--- config.mk ---
export PLATFORM = sky130hd
export DESIGN_NAME = interrupt_arbiter_flat
export DESIGN_NICKNAME = d
export VERILOG_FILES = /design/src/rtl/interrupt_arbiter_if.sv /design/src/rtl/interrupt_arbiter.sv /design/src/flat_wrapper.sv
export SDC_FILE = /design/constraint.sdc
export NUM_CORES = 1
export LEC_CHECK = 0
export CORE_MARGIN = 3
export CORE_UTILIZATION = 46
export DETAILED_ROUTE_END_ITERATION = 10
export GPL_TIMING_DRIVEN = 0
export PLACE_DENSITY = 0.82
export SYNTH_ARGS = -nofsm -noshare
export SYNTH_HDL_FRONTEND = slang
export SYNTH_SLANG_ARGS = --single-unit
--- constraint.sdc ---
create_clock -name clk -period 2.26 [get_ports clk]
set_input_delay 0.452 -clock clk [delete_from_list [all_inputs] [get_ports clk]]
set_output_delay 0.452 -clock clk [all_outputs]
set_load 0.02 [all_outputs]
--- src/rtl/interrupt_arbiter_if.sv ---
// interrupt_arbiter_if: device, mask, enable and sequencer handshake bundle for interrupt_arbiter
interface interrupt_arbiter_if #(
    parameter int N_IRQ = 5
);
    logic [N_IRQ-1:0] irq_in;
    logic [N_IRQ-1:0] mask;
    logic             int_en_set;
    logic             int_en_clr;
    logic             int_ack;
    logic             eoi;
    logic             int_req;
    logic [7:0]       int_vec;
    logic [N_IRQ-1:0] irq_no;
    logic [N_IRQ-1:0] pending;
    logic             int_en;

    modport master (
        output irq_in, mask, int_en_set, int_en_clr, int_ack, eoi,
        input  int_req, int_vec, irq_no, pending, int_en
    );

    modport slave (
        input  irq_in, mask, int_en_set, int_en_clr, int_ack, eoi,
        output int_req, int_vec, irq_no, pending, int_en
    );
endinterface

--- src/rtl/interrupt_arbiter.sv ---
// interrupt_arbiter: edge-detecting, masked, prioritised interrupt controller with REQ/ack/eoi sequencing.
// Define INT_ARB_ROUND_ROBIN_EN for rotating priority instead of lowest-index-wins.
module interrupt_arbiter #(
    parameter int         N_IRQ      = 5,
    parameter logic [7:0] VEC_BASE   = 8'hF0,
    parameter int         VEC_STRIDE = 2
) (
    input logic                 clk,
    input logic                 rst,
    interrupt_arbiter_if.slave  bus
);
    localparam int SW = (N_IRQ > 1) ? $clog2(N_IRQ) : 1;

    typedef enum logic [1:0] {IDLE, REQ, SERVICE} state_t;

    state_t           state;
    logic [N_IRQ-1:0] irq_q, rise, elig, ack_clr;
    logic [SW-1:0]    sel, sel_q;
    logic [7:0]       vec;
    logic             found, ack;

    assign rise    = bus.irq_in & ~irq_q;
    assign elig    = bus.int_en ? (bus.pending & ~bus.mask) : '0;
    assign ack     = (state == REQ) && bus.int_ack;
    assign ack_clr = ack ? (N_IRQ'(1) << sel_q) : '0;
    assign vec     = VEC_BASE + 8'(int'(sel) * VEC_STRIDE);

`ifdef INT_ARB_ROUND_ROBIN_EN
    logic [SW-1:0] last_q, idx;

    // Scan downward so the first eligible line after last_q is assigned last and wins
    always_comb begin
        sel   = '0;
        found = 1'b0;
        idx   = '0;
        for (int k = N_IRQ - 1; k >= 0; k--) begin
            idx = SW'((int'(last_q) + 1 + k) % N_IRQ);
            if (elig[idx]) begin
                sel   = idx;
                found = 1'b1;
            end
        end
    end

    always_ff @(posedge clk or posedge rst)
        if (rst) last_q <= SW'(N_IRQ - 1);
        else if (ack) last_q <= sel_q;
`else
    always_comb begin
        sel   = '0;
        found = 1'b0;
        for (int i = N_IRQ - 1; i >= 0; i--)
            if (elig[i]) begin
                sel   = SW'(i);
                found = 1'b1;
            end
    end
`endif

    always_ff @(posedge clk or posedge rst) begin
        if (rst) begin
            state       <= IDLE;
            irq_q       <= '0;
            sel_q       <= '0;
            bus.pending <= '0;
            bus.int_en  <= 1'b1;
            bus.int_req <= 1'b0;
            bus.int_vec <= 8'h00;
            bus.irq_no  <= '0;
        end else begin
            irq_q       <= bus.irq_in;
            bus.pending <= (bus.pending & ~ack_clr) | rise;
            bus.int_en  <= (ack || bus.int_en_clr) ? 1'b0 : (bus.int_en_set ? 1'b1 : bus.int_en);
            unique case (state)
                IDLE:
                    if (found) begin
                        state       <= REQ;
                        sel_q       <= sel;
                        bus.int_vec <= vec;
                        bus.int_req <= 1'b1;
                    end
                REQ:
                    if (bus.int_ack) begin
                        state       <= SERVICE;
                        bus.int_req <= 1'b0;
                        bus.irq_no  <= N_IRQ'(1) << sel_q;
                    end
                SERVICE:
                    if (bus.eoi) begin
                        state      <= IDLE;
                        bus.irq_no <= '0;
                    end
                default: state <= IDLE;
            endcase
        end
    end
endmodule

--- src/flat_wrapper.sv ---
// flat-port wrapper written by rule: the top's interface ports become plain ports
module interrupt_arbiter_flat 
#(
    parameter int         N_IRQ      = 5,
    parameter logic [7:0] VEC_BASE   = 8'hF0,
    parameter int         VEC_STRIDE = 2
)
  (clk, rst, bus_irq_in, bus_mask, bus_int_en_set, bus_int_en_clr, bus_int_ack, bus_eoi, bus_int_req, bus_int_vec, bus_irq_no, bus_pending, bus_int_en);
  interrupt_arbiter_if #(.N_IRQ(N_IRQ)) bus_i ();
  input logic clk;
  input logic rst;
  input wire logic [$bits(bus_i.irq_in)-1:0] bus_irq_in;
  input wire logic [$bits(bus_i.mask)-1:0] bus_mask;
  input wire logic [$bits(bus_i.int_en_set)-1:0] bus_int_en_set;
  input wire logic [$bits(bus_i.int_en_clr)-1:0] bus_int_en_clr;
  input wire logic [$bits(bus_i.int_ack)-1:0] bus_int_ack;
  input wire logic [$bits(bus_i.eoi)-1:0] bus_eoi;
  output wire logic [$bits(bus_i.int_req)-1:0] bus_int_req;
  output wire logic [$bits(bus_i.int_vec)-1:0] bus_int_vec;
  output wire logic [$bits(bus_i.irq_no)-1:0] bus_irq_no;
  output wire logic [$bits(bus_i.pending)-1:0] bus_pending;
  output wire logic [$bits(bus_i.int_en)-1:0] bus_int_en;
  assign bus_i.irq_in = bus_irq_in;
  assign bus_i.mask = bus_mask;
  assign bus_i.int_en_set = bus_int_en_set;
  assign bus_i.int_en_clr = bus_int_en_clr;
  assign bus_i.int_ack = bus_int_ack;
  assign bus_i.eoi = bus_eoi;
  assign bus_int_req = bus_i.int_req;
  assign bus_int_vec = bus_i.int_vec;
  assign bus_irq_no = bus_i.irq_no;
  assign bus_pending = bus_i.pending;
  assign bus_int_en = bus_i.int_en;
  interrupt_arbiter #(.N_IRQ(N_IRQ), .VEC_BASE(VEC_BASE), .VEC_STRIDE(VEC_STRIDE)) u_core (.clk(clk), .rst(rst), .bus(bus_i));
endmodule
==> results, run 1 <==
- The tool flagged a number of max-cap violations equal to 0.
- The clock tree buffer depth is 2.
- The slew of the pin with the lowest slew margin is 841 ps.
- The worst setup path is captured at an output pin.
- The commonest cells after synthesis are sky130_fd_sc_hd__dfrtp_1, sky130_fd_sc_hd__nand2_1, sky130_fd_sc_hd__inv_1, sky130_fd_sc_hd__nand2b_1, sky130_fd_sc_hd__o21ai_1.
- Summing the sequential cell areas from Yosys gives 58.3% of the chip area.
- The flip-flop cell with the highest count after synthesis is sky130_fd_sc_hd__dfrtp_1.
- The global-route wire length before repair is 3390 um.
- The area share of the largest cell type after synthesis is 55.6%.
- The number of global-route vias before repair came to 762.
- The post-cts gate resize count is 0.
- The initial utilization of the core area, before any placement, comes to 49.4%.
- The top achievable clock speed is 508 MHz.
- Setup violations remaining at the end of the flow were counted as 0.
- After clock tree synthesis, the setup repair step added 0 buffers.
- The area added between synthesis and finish is 40.6%.
- The unique cell type count in the Yosys netlist is 32.
- The routed wirelength normalized by instance count is 13.7 um.
- The number of hold-repair buffers added at the cts stage is 0.
- For this run, the slowest stage of the critical path takes 610 ps.
- The total inserted antenna cells is 0.
- Measured against its own limit, the worst slew margin works out to 43.9%.
- The clock-pin slew reported for the worst setup and hold paths after clock tree synthesis is 120 ps.
- The initial antenna violation count is 0.
- The pre-antenna-repair detailed-routing pass consisted of 6 iterations.
- Of all flip-flops after synthesis, the portion carrying an async set or reset was 100%.
- The leakage dissipation is 0.630 nW.
- The start-to-end type of the worst setup path is register to output pin.
- The residual DRC count is 0.
- The warning count from the yosys run is 0.
- The worst setup path is launched from a register.
- The die covers 2740 um^2.
- The detailed-route vias per instance is 5.07.
- The average size of a mapped cell is 11.4 um^2.
- Of the available clock period, the critical path in the final layout requires 87.1%.
- The cell accounting for the most synthesized area is sky130_fd_sc_hd__dfrtp_1.
- The kind of cell with the highest combined delay along the critical path is buffers and inverters.
- The total clock buffers created by CTS is 3.
- The aggregate global routing overflow is 0.
- After technology mapping, the gate count stands at 87.
- The total of buffers placed on input and output ports is 34.
- In this run the count of I/O pins placed on the die edge is 36.
- The number of nets produced by synthesis is 103.
- Setup repair after global routing left no endpoint under its margin.
- The worst clock skew is 3.57 ps.
- Entering global routing, the biggest net connects 24 pins.
- The combined global-route utilization of all metal layers is 16.7%.
- After floorplanning, the core was sized to cover 2000 um^2.
- The remaining antenna violation count after routing is 0.
- The flow ran to the end, and the final reports show no timing, DRC or antenna violations.
- The data required time of the worst path is 1810 ps.
- VDD sags by at most 0.571 mV.
- The number of DRC markers in iteration 0 is 19.
- The largest individual stage delay along the critical path comes from the cell sky130_fd_sc_hd__clkdlybuf4s50_1.
- The type of the tightest min-delay check is register to register.
- Prior to clock tree synthesis, the placed netlist has a worst setup slack of 501 ps.
- The number of core rows is 16.
- The placer congestion estimate is 0.808.
- TritonCTS built the clock tree.
- Walking the worst path, the cells encountered are clkdlybuf4s50_1.
- The final max-slew violation count is 0.
- The clock latency on the worst-skew pair is 310 ps.
- The floorplan step set the die height to 52.4 um.
- The final hold violation count is 0.
- In the final timing run, aggregate negative setup slack is 0 ps.
- The most frequently used cell type in the post-synthesis netlist is sky130_fd_sc_hd__dfrtp_1.
- In this run the worst path has a maximum fanout of 5.
- Wires add up to 2080 um.
- The detailed router placed 770 vias in this run.
- The HPWL after detailed placement is 1610 um.
- In this run the power density over the cells is 1010 nW/um^2.
- The share of layout cells above drive strength 1 is 13.6%.
- The data arrival time of the worst path is 1520 ps.
- In this run the number of H-tree levels came out at 1.
- The critical path buffer and inverter count is 1.
- The number of flops mapped to enable cells by yosys is 0.
- The number of nets in the final layout is 142.
- In this run, synthesis produced a sequential element count of 23.
- Yosys attributes the largest share of cell area to sky130_fd_sc_hd__dfrtp_1, sky130_fd_sc_hd__nand2b_1, sky130_fd_sc_hd__o21ai_1, sky130_fd_sc_hd__buf_4, sky130_fd_sc_hd__nand2_1.
- Setup slack closes at 291 ps.
- The post-synthesis instance area is 990 um^2.
- The clock drives 23 sinks.
- The time the final worst path needs with I/O delays and setup is 1970 ps.
- The tree is rooted in a sky130_fd_sc_hd__clkbuf_4.
- The die span in x is 52.4 um.
==> path summary, 6_finish.rpt <==
| kind | from | end | slack [ps] | depth (start not counted) |
|---|---|---|---|---|
| setup / recovery | u_core.bus.int_en | bus_int_en | 290 | 1 |
| hold / removal | u_core.irq_q[1] | u_core.bus.pending[1] | 420 | 1 |
| setup reg to reg | u_core.bus.int_en | u_core.sel_q[0] | 950 | 3 |
| hold reg to reg | u_core.irq_q[1] | u_core.bus.pending[1] | 420 | 1 |
| max in group asynchronous | rst | u_core.state[0] | 1150 | 2 |
| min in group asynchronous | rst | u_core.bus.pending[4] | 600 | 2 |
==> cell usage in the layout, fill, tap and decap left out, types with 2 or more instances in the layout <==
| master | n |
|---|---|
| sky130_fd_sc_hd__clkdlybuf4s50_1 | 34 |
| sky130_fd_sc_hd__dfrtp_1 | 22 |
| sky130_fd_sc_hd__nand2_1 | 8 |
| sky130_fd_sc_hd__inv_1 | 7 |
| sky130_fd_sc_hd__nand2b_1 | 6 |
| sky130_fd_sc_hd__o21ai_1 | 6 |
| sky130_fd_sc_hd__buf_4 | 4 |
| sky130_fd_sc_hd__a22o_1 | 3 |
| sky130_fd_sc_hd__a21oi_1 | 3 |
| sky130_fd_sc_hd__clkbuf_4 | 3 |
| sky130_fd_sc_hd__nor2_1 | 2 |
| sky130_fd_sc_hd__a21bo_1 | 2 |
| sky130_fd_sc_hd__nand3_1 | 2 |
| sky130_fd_sc_hd__o2bb2ai_1 | 2 |
==> power breakdown <==
| part | switching (mW) | leakage (nW) | total, mW | internal (mW) |
|---|---|---|---|---|
| logic | 0.306 | 0.346 | 0.596 | 0.290 |
| registers | 0.104 | 0.266 | 0.621 | 0.517 |
| clock network | 0.124 | 0.0177 | 0.190 | 0.0662 |
==> routing by layer <==
metal / GRT usage [%] / vias to the layer above / part of all wire, %
met3: 2.56 / 8 / 4.3
li1: - / 368 / -
met2: 30.6 / 26 / 51
met1: 19.8 / 368 / 43
met4: 5.11 / 0 / 1.8
met5: 0 / - / 0
==> through the flow <==
stage | utilization (%) | cells | instance area, um^2 | hold WS [ps] | power [mW]
after floorplan | - | 87 | 990 | 392 | 0.958
after global placement | 68.1 | 148 | 1360 | 394 | 1.21
after detailed placement | 68.1 | 148 | 1360 | 410 | 1.23
after CTS | 69.5 | 152 | 1390 | 427 | 1.42
after global routing | 69.5 | 152 | 1390 | 437 | 1.49
final | 69.5 | 152 | 1390 | 423 | 1.41
==> cell type report <==
class,instances,area [um^2]
tap,27,33.8
multi-input combinational,51,342
sequential,23,577
clock buffer,3,22.5
inverter,8,30.0
timing repair buffer,34,340
clock inverter,1,5.00
fill,164,611
buffer,5,41.3
==> sequential cells by signal (all words and copies together) (netlist names) <==
register	cells
u_core.bus.int_en	1
u_core.bus.int_req	1
u_core.bus.int_vec	2
u_core.bus.irq_no	5
u_core.bus.pending	5
u_core.irq_q	5
u_core.sel_q	2
u_core.state	2
==> cells by family (layout without fill, tap and decap cells) <==
family	Yosys count	after routing	share of synthesized area, %
AOI/OAI and AO/OA	23	23	17.1
buffers and inverters	13	51	7.21
DFF	23	23	58.3
other	1	1	0.379
and+or+nand+nor	27	27	17.1
(Power assumes the default switching activity.)
==> run 2, diff against run 1 <==
--- a/config.mk
+++ b/config.mk
@@ -5,11 +5,13 @@
 export SDC_FILE = /design/constraint.sdc
 export NUM_CORES = 1
 export LEC_CHECK = 0
+export CELL_PAD_IN_SITES_DETAIL_PLACEMENT = 1
+export CELL_PAD_IN_SITES_GLOBAL_PLACEMENT = 2
 export CORE_MARGIN = 3
-export CORE_UTILIZATION = 46
+export CORE_UTILIZATION = 28
 export DETAILED_ROUTE_END_ITERATION = 10
 export GPL_TIMING_DRIVEN = 0
-export PLACE_DENSITY = 0.82
+export PLACE_DENSITY_LB_ADDON = 0.1
 export SYNTH_ARGS = -nofsm -noshare
 export SYNTH_HDL_FRONTEND = slang
 export SYNTH_SLANG_ARGS = --single-unit
==> run 2 against run 1 <==
Worst setup slack gained 7.2 ps. Highest routed layer unchanged. Largest cell class unchanged. Die area grew 56%. Core utilization shrank 25 points. Critical endpoint unchanged. Power shrank 0.34%.
==> results, run 2 (synthesis gave the netlist of run 1 again) <==
- The run finished with clean final reports.
- The beginning of the worst register-to-register path is u_core.bus.int_en.
- The max-slew headroom at the worst pin is 40.1% (-3.8 points).
- The residual DRC count came to 0 (unchanged).
- The total iterations of the first detailed-routing run is 2 (-4).
- The maximum number of pins on one net before global-route repair is 24 (unchanged).
- The placer congestion estimate was 0.704 (-13%).
- The post-CTS setup buffer count came to 0 (unchanged).
- The library cell used most frequently in the layout, excluding fill and tap cells, is sky130_fd_sc_hd__clkdlybuf4s50_1.
- The top-level I/O count is 36 (unchanged).
- Walking the worst path, the cells encountered are clkdlybuf4s50_1.
- The number of vias in the routed layout is 760 (-1.3%).
- The worst clock skew was 2.23 ps (-1.34 ps).
- The routed wirelength normalized by instance count came to 13.5 um (-1.4%).
- The detailed placement HPWL was 1760 um (+9.3%).
- The startpoint of the lowest-slack hold path is u_core.irq_q[3].
- The die outline area is 4280 um^2 (+56%).
- The number of core rows is 20 (+4).
- The remaining antenna violation count after routing was 0 (unchanged).
- The clock tree buffer depth was 2 (unchanged).
- The area of the multi-input gates was 342 um^2 (unchanged).
- The pre-CTS setup slack is 507 ps (+5.54 ps).
- The final max-slew violation count was 0 (unchanged).
- The slew of the pin with the lowest slew margin came to 898 ps (+57.5 ps).
- The TritonCTS clock tree is yes.
- The type of the tightest min-delay check is register to register.
- The leakage dissipation came to 0.627 nW (-0.43%).
- The sum of negative setup slack was 0 ps (unchanged).
- The count of clock tree sinks came to 23 (unchanged).
- The number of hold-repair buffers added at the cts stage is 0 (unchanged).
- The total inserted antenna cells is 0 (unchanged).
- The setup slack of the most critical reg-to-reg path is 920 ps (-30 ps).
- The number of stages on the worst setup path was 1 (unchanged).
- The critical path buffer and inverter count is 1 (unchanged).
- The peak supply drop is 0.428 mV (-25%).
- The area added between synthesis and finish is 42.6%.
- The total of buffers placed on input and output ports is 34 (unchanged).
- The kind of end point of the critical path is an output pin.
- The setup slack after layout is 298 ps (+7.21 ps).
- The worst setup path is of the register to output pin kind.
- The period utilization came to 86.8% (-0.32 points).
- The combined global-route utilization of all metal layers came to 12.5% (-4.2 points).
- The slowest stage of the critical path belongs to the cell sky130_fd_sc_hd__clkdlybuf4s50_1.
- The number of nets in the final layout came to 142 (unchanged).
- The count of fill cells added during filler insertion is 396 (+140%).
- The worst reg-to-reg path cell count was 3 (unchanged).
- The clock-pin slew reported for the worst setup and hold paths after clock tree synthesis came to 120 ps (about the same).
- The largest registers in the layout are u_core.bus.irq_no x5, u_core.bus.pending x5, u_core.irq_q x5.
- The filler-free cell count of the finished design came to 169 (+11%).
- The endpoint of the worst hold-timing path is u_core.bus.pending[3].
- The starting utilization of the core area was 30.9% (-19 points).
- The total clock buffers created by CTS is 3 (unchanged).
- The highest cell delay on the worst timing path is 610 ps (about the same).
- The number of cells on the worst hold path is 1 (unchanged).
- The number of DRC markers in iteration 0 is 20 (+1).
- The data arrival time of the worst path was 1510 ps (about the same).
- The H-tree level count came to 1 (unchanged).
- The number of global-route vias before repair is 835 (+9.6%).
- Setup repair after global routing left no endpoint under its margin.
- The final hold violation count is 0 (unchanged).
- The cell total after placement is 165 (+11%).
- The data required time of the worst path is 1810 ps (about the same).
- The global-route wire length before repair is 4110 um (+21%).
- The vertical die dimension was 65.5 um (+25%).
- The highest net fanout along the worst path is 5 (unchanged).
- The detailed-route vias per instance is 4.50 (-11%).
- The ratio of total power to cell area is 993 nW/um^2 (-1.8%).
- The total design power is 1.40 mW (-0.34%).
- The number of violations of the max-capacitance limit is 0 (unchanged).
- The root buffer cell chosen for the clock tree is sky130_fd_sc_hd__clkbuf_4.
- The aggregate global routing overflow came to 0 (unchanged).
- In the layout the commonest cells are sky130_fd_sc_hd__clkdlybuf4s50_1, sky130_fd_sc_hd__dfrtp_1, sky130_fd_sc_hd__nand2_1.
- The total wire length came to 2280 um (+9.7%).
- The critical path startpoint category is a register.
- The time the final worst path needs with I/O delays and setup is 1960 ps (-7.21 ps).
- The post-cts gate resize count is 0 (unchanged).
- The top achievable clock speed is 510 MHz (+0.37%).
- The initial antenna violation count is 0 (unchanged).
- The setup violation total in the final timing report is 0 (unchanged).
- The clock latency on the worst-skew pair is 310 ps (about the same).
- The worst register-to-register path ends at u_core.sel_q[0].
- The area of the core region is 3200 um^2 (+60%).
- The die span in x is 65.5 um (+25%).
- The category of cells accounting for the largest share of critical-path delay is buffers and inverters.
- The share of layout cells above drive strength 1 is 12.8% (-0.80 points).
- The area taken by flip-flops and latches is 577 um^2 (unchanged).
[run 2: worst max-delay path by stage]
| stage | from | end |
|---|---|---|
| 6_report | u_core.bus.int_en | bus_int_en |
| 5_1_grt | u_core.sel_q[1] | bus_int_vec[2] |
| 4_1_cts | u_core.bus.int_en | bus_int_en |
| 3_5_place_dp | bus_int_ack | u_core.bus.pending[4] |
| 3_3_place_gp | bus_int_ack | u_core.bus.irq_no[0] |
| 2_1_floorplan | u_core.bus.int_en | u_core.sel_q[1] |
[run 2: routing by layer]
layer | track usage, % | part of all wire [%] | vias to the layer above
met2 | 21.0 | 48 | 22
met3 | 3.25 | 6.4 | 4
met5 | 0 | 0 | -
met1 | 15.1 | 43 | 362
met4 | 5.44 | 2.1 | 0
li1 | - | - | 372
[run 2: where the power goes]
group,total (mW),internal [mW],leakage (nW),switching (mW)
clock,0.190,0.0689,0.0150,0.121
combinational,0.594,0.290,0.346,0.304
sequential,0.618,0.517,0.266,0.101
[run 2: layout make-up]
cell class | instances | area share (%)
flip-flops and latches | 23 | 40.9
multi-input cells | 51 | 24.2
repair buffers | 34 | 24.1
well taps | 44 | 3.90
plain buffers | 5 | 2.93
inverters | 8 | 2.13
clock buffers | 4 | 1.86
[run 2: through the flow]
stage                     area, um^2  hold slack [ps]  utilization (%)
after floorplan                  990              392                -
after global routing            1410              431             44.1
final                           1410              419             44.1
after global placement          1390              395             43.2
after detailed placement        1390              405             43.2
after CTS                       1410              423             44.1
==> run 3, diff against run 2 <==
--- a/config.mk
+++ b/config.mk
@@ -10,7 +10,6 @@
 export CORE_MARGIN = 3
 export CORE_UTILIZATION = 28
 export DETAILED_ROUTE_END_ITERATION = 10
-export GPL_TIMING_DRIVEN = 0
 export PLACE_DENSITY_LB_ADDON = 0.1
 export SYNTH_ARGS = -nofsm -noshare
 export SYNTH_HDL_FRONTEND = slang
==> run 3 against run 2 <==
Global-route usage up 0.13 points. Maximum frequency down 0.31%. Power down 0.31%. First-iteration DRC count down 35%. Sequential share of layout area up 0.89 points. Wire length up 1.3%. Via count up 0.13%. Sequential power up 4.7%. Hold slack better by 1.5 ps. Clock skew up 2.5 ps.
==> results, run 3 (synthesis gave the netlist of run 1 again) <==
- The worst clock skew is 4.69 ps (+2.45 ps).
- The met3 usage is 3.25% (unchanged).
- The count of clock tree sinks is 23 (unchanged).
- The top-level I/O count is 36 (unchanged).
- The detailed-route vias per instance is 4.61 (+2.6%).
- The area of the core region is 3200 um^2 (unchanged).
- The global-route wire length before repair is 4090 um (-0.51%).
- Setup repair after global routing left no endpoint under its margin.
- The area of the multi-input gates was 342 um^2 (unchanged).
- The number of global-route vias before repair is 836 (+0.12%).
- The time the final worst path needs with I/O delays and setup is 1970 ps (+6.05 ps).
- The category of cells accounting for the largest share of critical-path delay is buffers and inverters.
- Leaving out fill and tap cells, the most frequent cell in the layout is sky130_fd_sc_hd__clkdlybuf4s50_1.
- The total clock buffers created by CTS is 3 (unchanged).
- The data arrival time of the worst path came to 1520 ps (about the same).
- The met2 routing resource usage after global routing is 20.7% (-0.25 points).
- The layer carrying the most global-route usage is met2.
- The count of fill cells added during filler insertion is 383 (-3.3%).
- The critical path is of the register to output pin type.
- The flow ran to the end, and the final reports show no timing, DRC or antenna violations.
- The die outline area is 4280 um^2 (unchanged).
- TritonCTS built the clock tree.
- The final hold violation count was 0 (unchanged).
- The critical path buffer and inverter count is 1 (unchanged).
- The highest net fanout along the worst path is 5 (unchanged).
- The critical path goes through clkdlybuf4s50_1.
- The post-CTS setup buffer count came to 0 (unchanged).
- The setup violation total in the final timing report is 0 (unchanged).
- The share of layout cells above drive strength 1 came to 10.7% (-2.1 points).
- The total wire length is 2310 um (+1.3%).
- In the layout the commonest cells are sky130_fd_sc_hd__clkdlybuf4s50_1, sky130_fd_sc_hd__dfrtp_1, sky130_fd_sc_hd__nand2_1.
- The worst setup path is captured at an output pin.
- The highest cell delay on the worst timing path is 610 ps (about the same).
- The total inserted antenna cells was 0 (unchanged).
- The initial antenna violation count is 0 (unchanged).
- The final max-slew violation count is 0 (unchanged).
- The clock tree buffer depth is 2 (unchanged).
- The number of vias in the routed layout came to 761 (+0.13%).
- The starting utilization of the core area is 30.9% (unchanged).
- The number of nets in the final layout came to 138 (-2.8%).
- The filler-free cell count of the finished design is 165 (-2.4%).
- The H-tree level count is 1 (unchanged).
- The root buffer selected by CTS is sky130_fd_sc_hd__clkbuf_4.
- The peak supply drop is 0.388 mV (-9.5%).
- The number of violations of the max-capacitance limit is 0 (unchanged).
- The placer congestion estimate was 0.761 (+8.1%).
- The largest registers in the layout are u_core.bus.irq_no x5, u_core.bus.pending x5, u_core.irq_q x5.
- The area taken by flip-flops and latches is 577 um^2 (unchanged).
- The cell area after layout came to 1380 um^2 (-2.1%).
- The ratio of total power to cell area is 1010 nW/um^2 (+1.9%).
- The maximum number of pins on one net before global-route repair is 15 (-38%).
- The die span in x is 65.5 um (unchanged).
- The top achievable clock speed is 508 MHz (-0.31%).
- The cell total after placement is 161 (-2.4%).
- The placed instance area is 1350 um^2 (-2.4%).
- The sum of negative setup slack came to 0 ps (unchanged).
- The slowest cell on the critical path is sky130_fd_sc_hd__clkdlybuf4s50_1.
- The combined global-route utilization of all metal layers came to 12.7% (+0.13 points).
- The number of DRC markers in iteration 0 is 13 (-35%).
- The detailed placement HPWL is 1830 um (+3.9%).
- The total iterations of the first detailed-routing run was 4 (+2).
- The clock-pin slew reported for the worst setup and hold paths after clock tree synthesis is 130 ps (about the same).
- The worst setup path is launched from a register.
- The remaining antenna violation count after routing came to 0 (unchanged).
- The aggregate global routing overflow was 0 (unchanged).
- The number of core rows was 20 (unchanged).
- The clock latency on the worst-skew pair is 310 ps (about the same).
- The path class of the tightest hold or removal check is register to register.
- The routed wirelength normalized by instance count is 14.0 um (+3.7%).
- The leakage dissipation is 0.607 nW (-3.2%).
- The period utilization is 87.1% (+0.27 points).
- The met1 track demand over resource is 15.8% (+0.62 points).
- The residual DRC count came to 0 (unchanged).
- The vertical die dimension is 65.5 um (unchanged).
- The number of hold-repair buffers added at the cts stage is 0 (unchanged).
- The data required time of the worst path is 1810 ps (about the same).
- The total of buffers placed on input and output ports is 34 (unchanged).
- The post-cts gate resize count was 0 (unchanged).
- From synthesis to final layout, the design area changed by 39.6%.
==> run 3: cell types whose count changed in the layout (fill, tap and decap cells not counted) <==
cell,before,now
sky130_fd_sc_hd__buf_6,1,0
sky130_fd_sc_hd__buf_4,4,1
sky130_fd_sc_hd__clkinvlp_4,0,1
sky130_fd_sc_hd__clkbuf_1,1,0
==> run 3: path summary, 6_finish.rpt <==
check / startpoint / cells past startpoint / end / slack, ps
min in group asynchronous: rst / 2 / u_core.irq_q[3] / 440
min reg2reg: u_core.irq_q[3] / 1 / u_core.bus.pending[3] / 420
max: u_core.bus.int_en / 1 / bus_int_en / 290
max reg2reg: u_core.bus.int_en / 3 / u_core.sel_q[0] / 910
min: u_core.irq_q[3] / 1 / u_core.bus.pending[3] / 420
max in group asynchronous: rst / 3 / u_core.bus.int_req / 1290
==> run 3: cell type report <==
class / count / share of cell area (%)
Multi-Input combinational cell: 51 / 24.7
Clock inverter: 1 / 0.543
Clock buffer: 3 / 1.63
Inverter: 8 / 2.17
Tap cell: 44 / 3.99
Timing Repair Buffer: 35 / 25.2
Sequential cell: 23 / 41.8
==> run 3: metal layers <==
metal	share of wire [%]	wire length [um]	up-vias
met3	5.0	116	4
met2	50	1150	22
met4	1.5	35	0
met1	44	1010	370
met5	0	0	-
li1	-	-	365
==> run 3: power breakdown <==
| group | switching (mW) | total (mW) | internal, mW | leakage, nW |
|---|---|---|---|---|
| registers | 0.131 | 0.647 | 0.517 | 0.266 |
| clock network | 0.125 | 0.192 | 0.0674 | 0.0139 |
| logic | 0.282 | 0.558 | 0.275 | 0.327 |
| total | 0.538 | 1.40 | 0.859 | 0.607 |
==> run 3: metrics by stage <==
| stage | setup WS, ps | hold WS, ps | total power, mW | util (%) |
|---|---|---|---|---|
| 3_5_place_dp | 509 | 406 | 1.22 | 42.2 |
| 6_report | 292 | 420 | 1.40 | 43.1 |
| 4_1_cts | 265 | 425 | 1.42 | 43.1 |
| 3_3_place_gp | 528 | 394 | 1.21 | 42.2 |
| 2_1_floorplan | 966 | 392 | 0.958 | - |
| 5_1_grt | 222 | 445 | 1.52 | 43.1 |
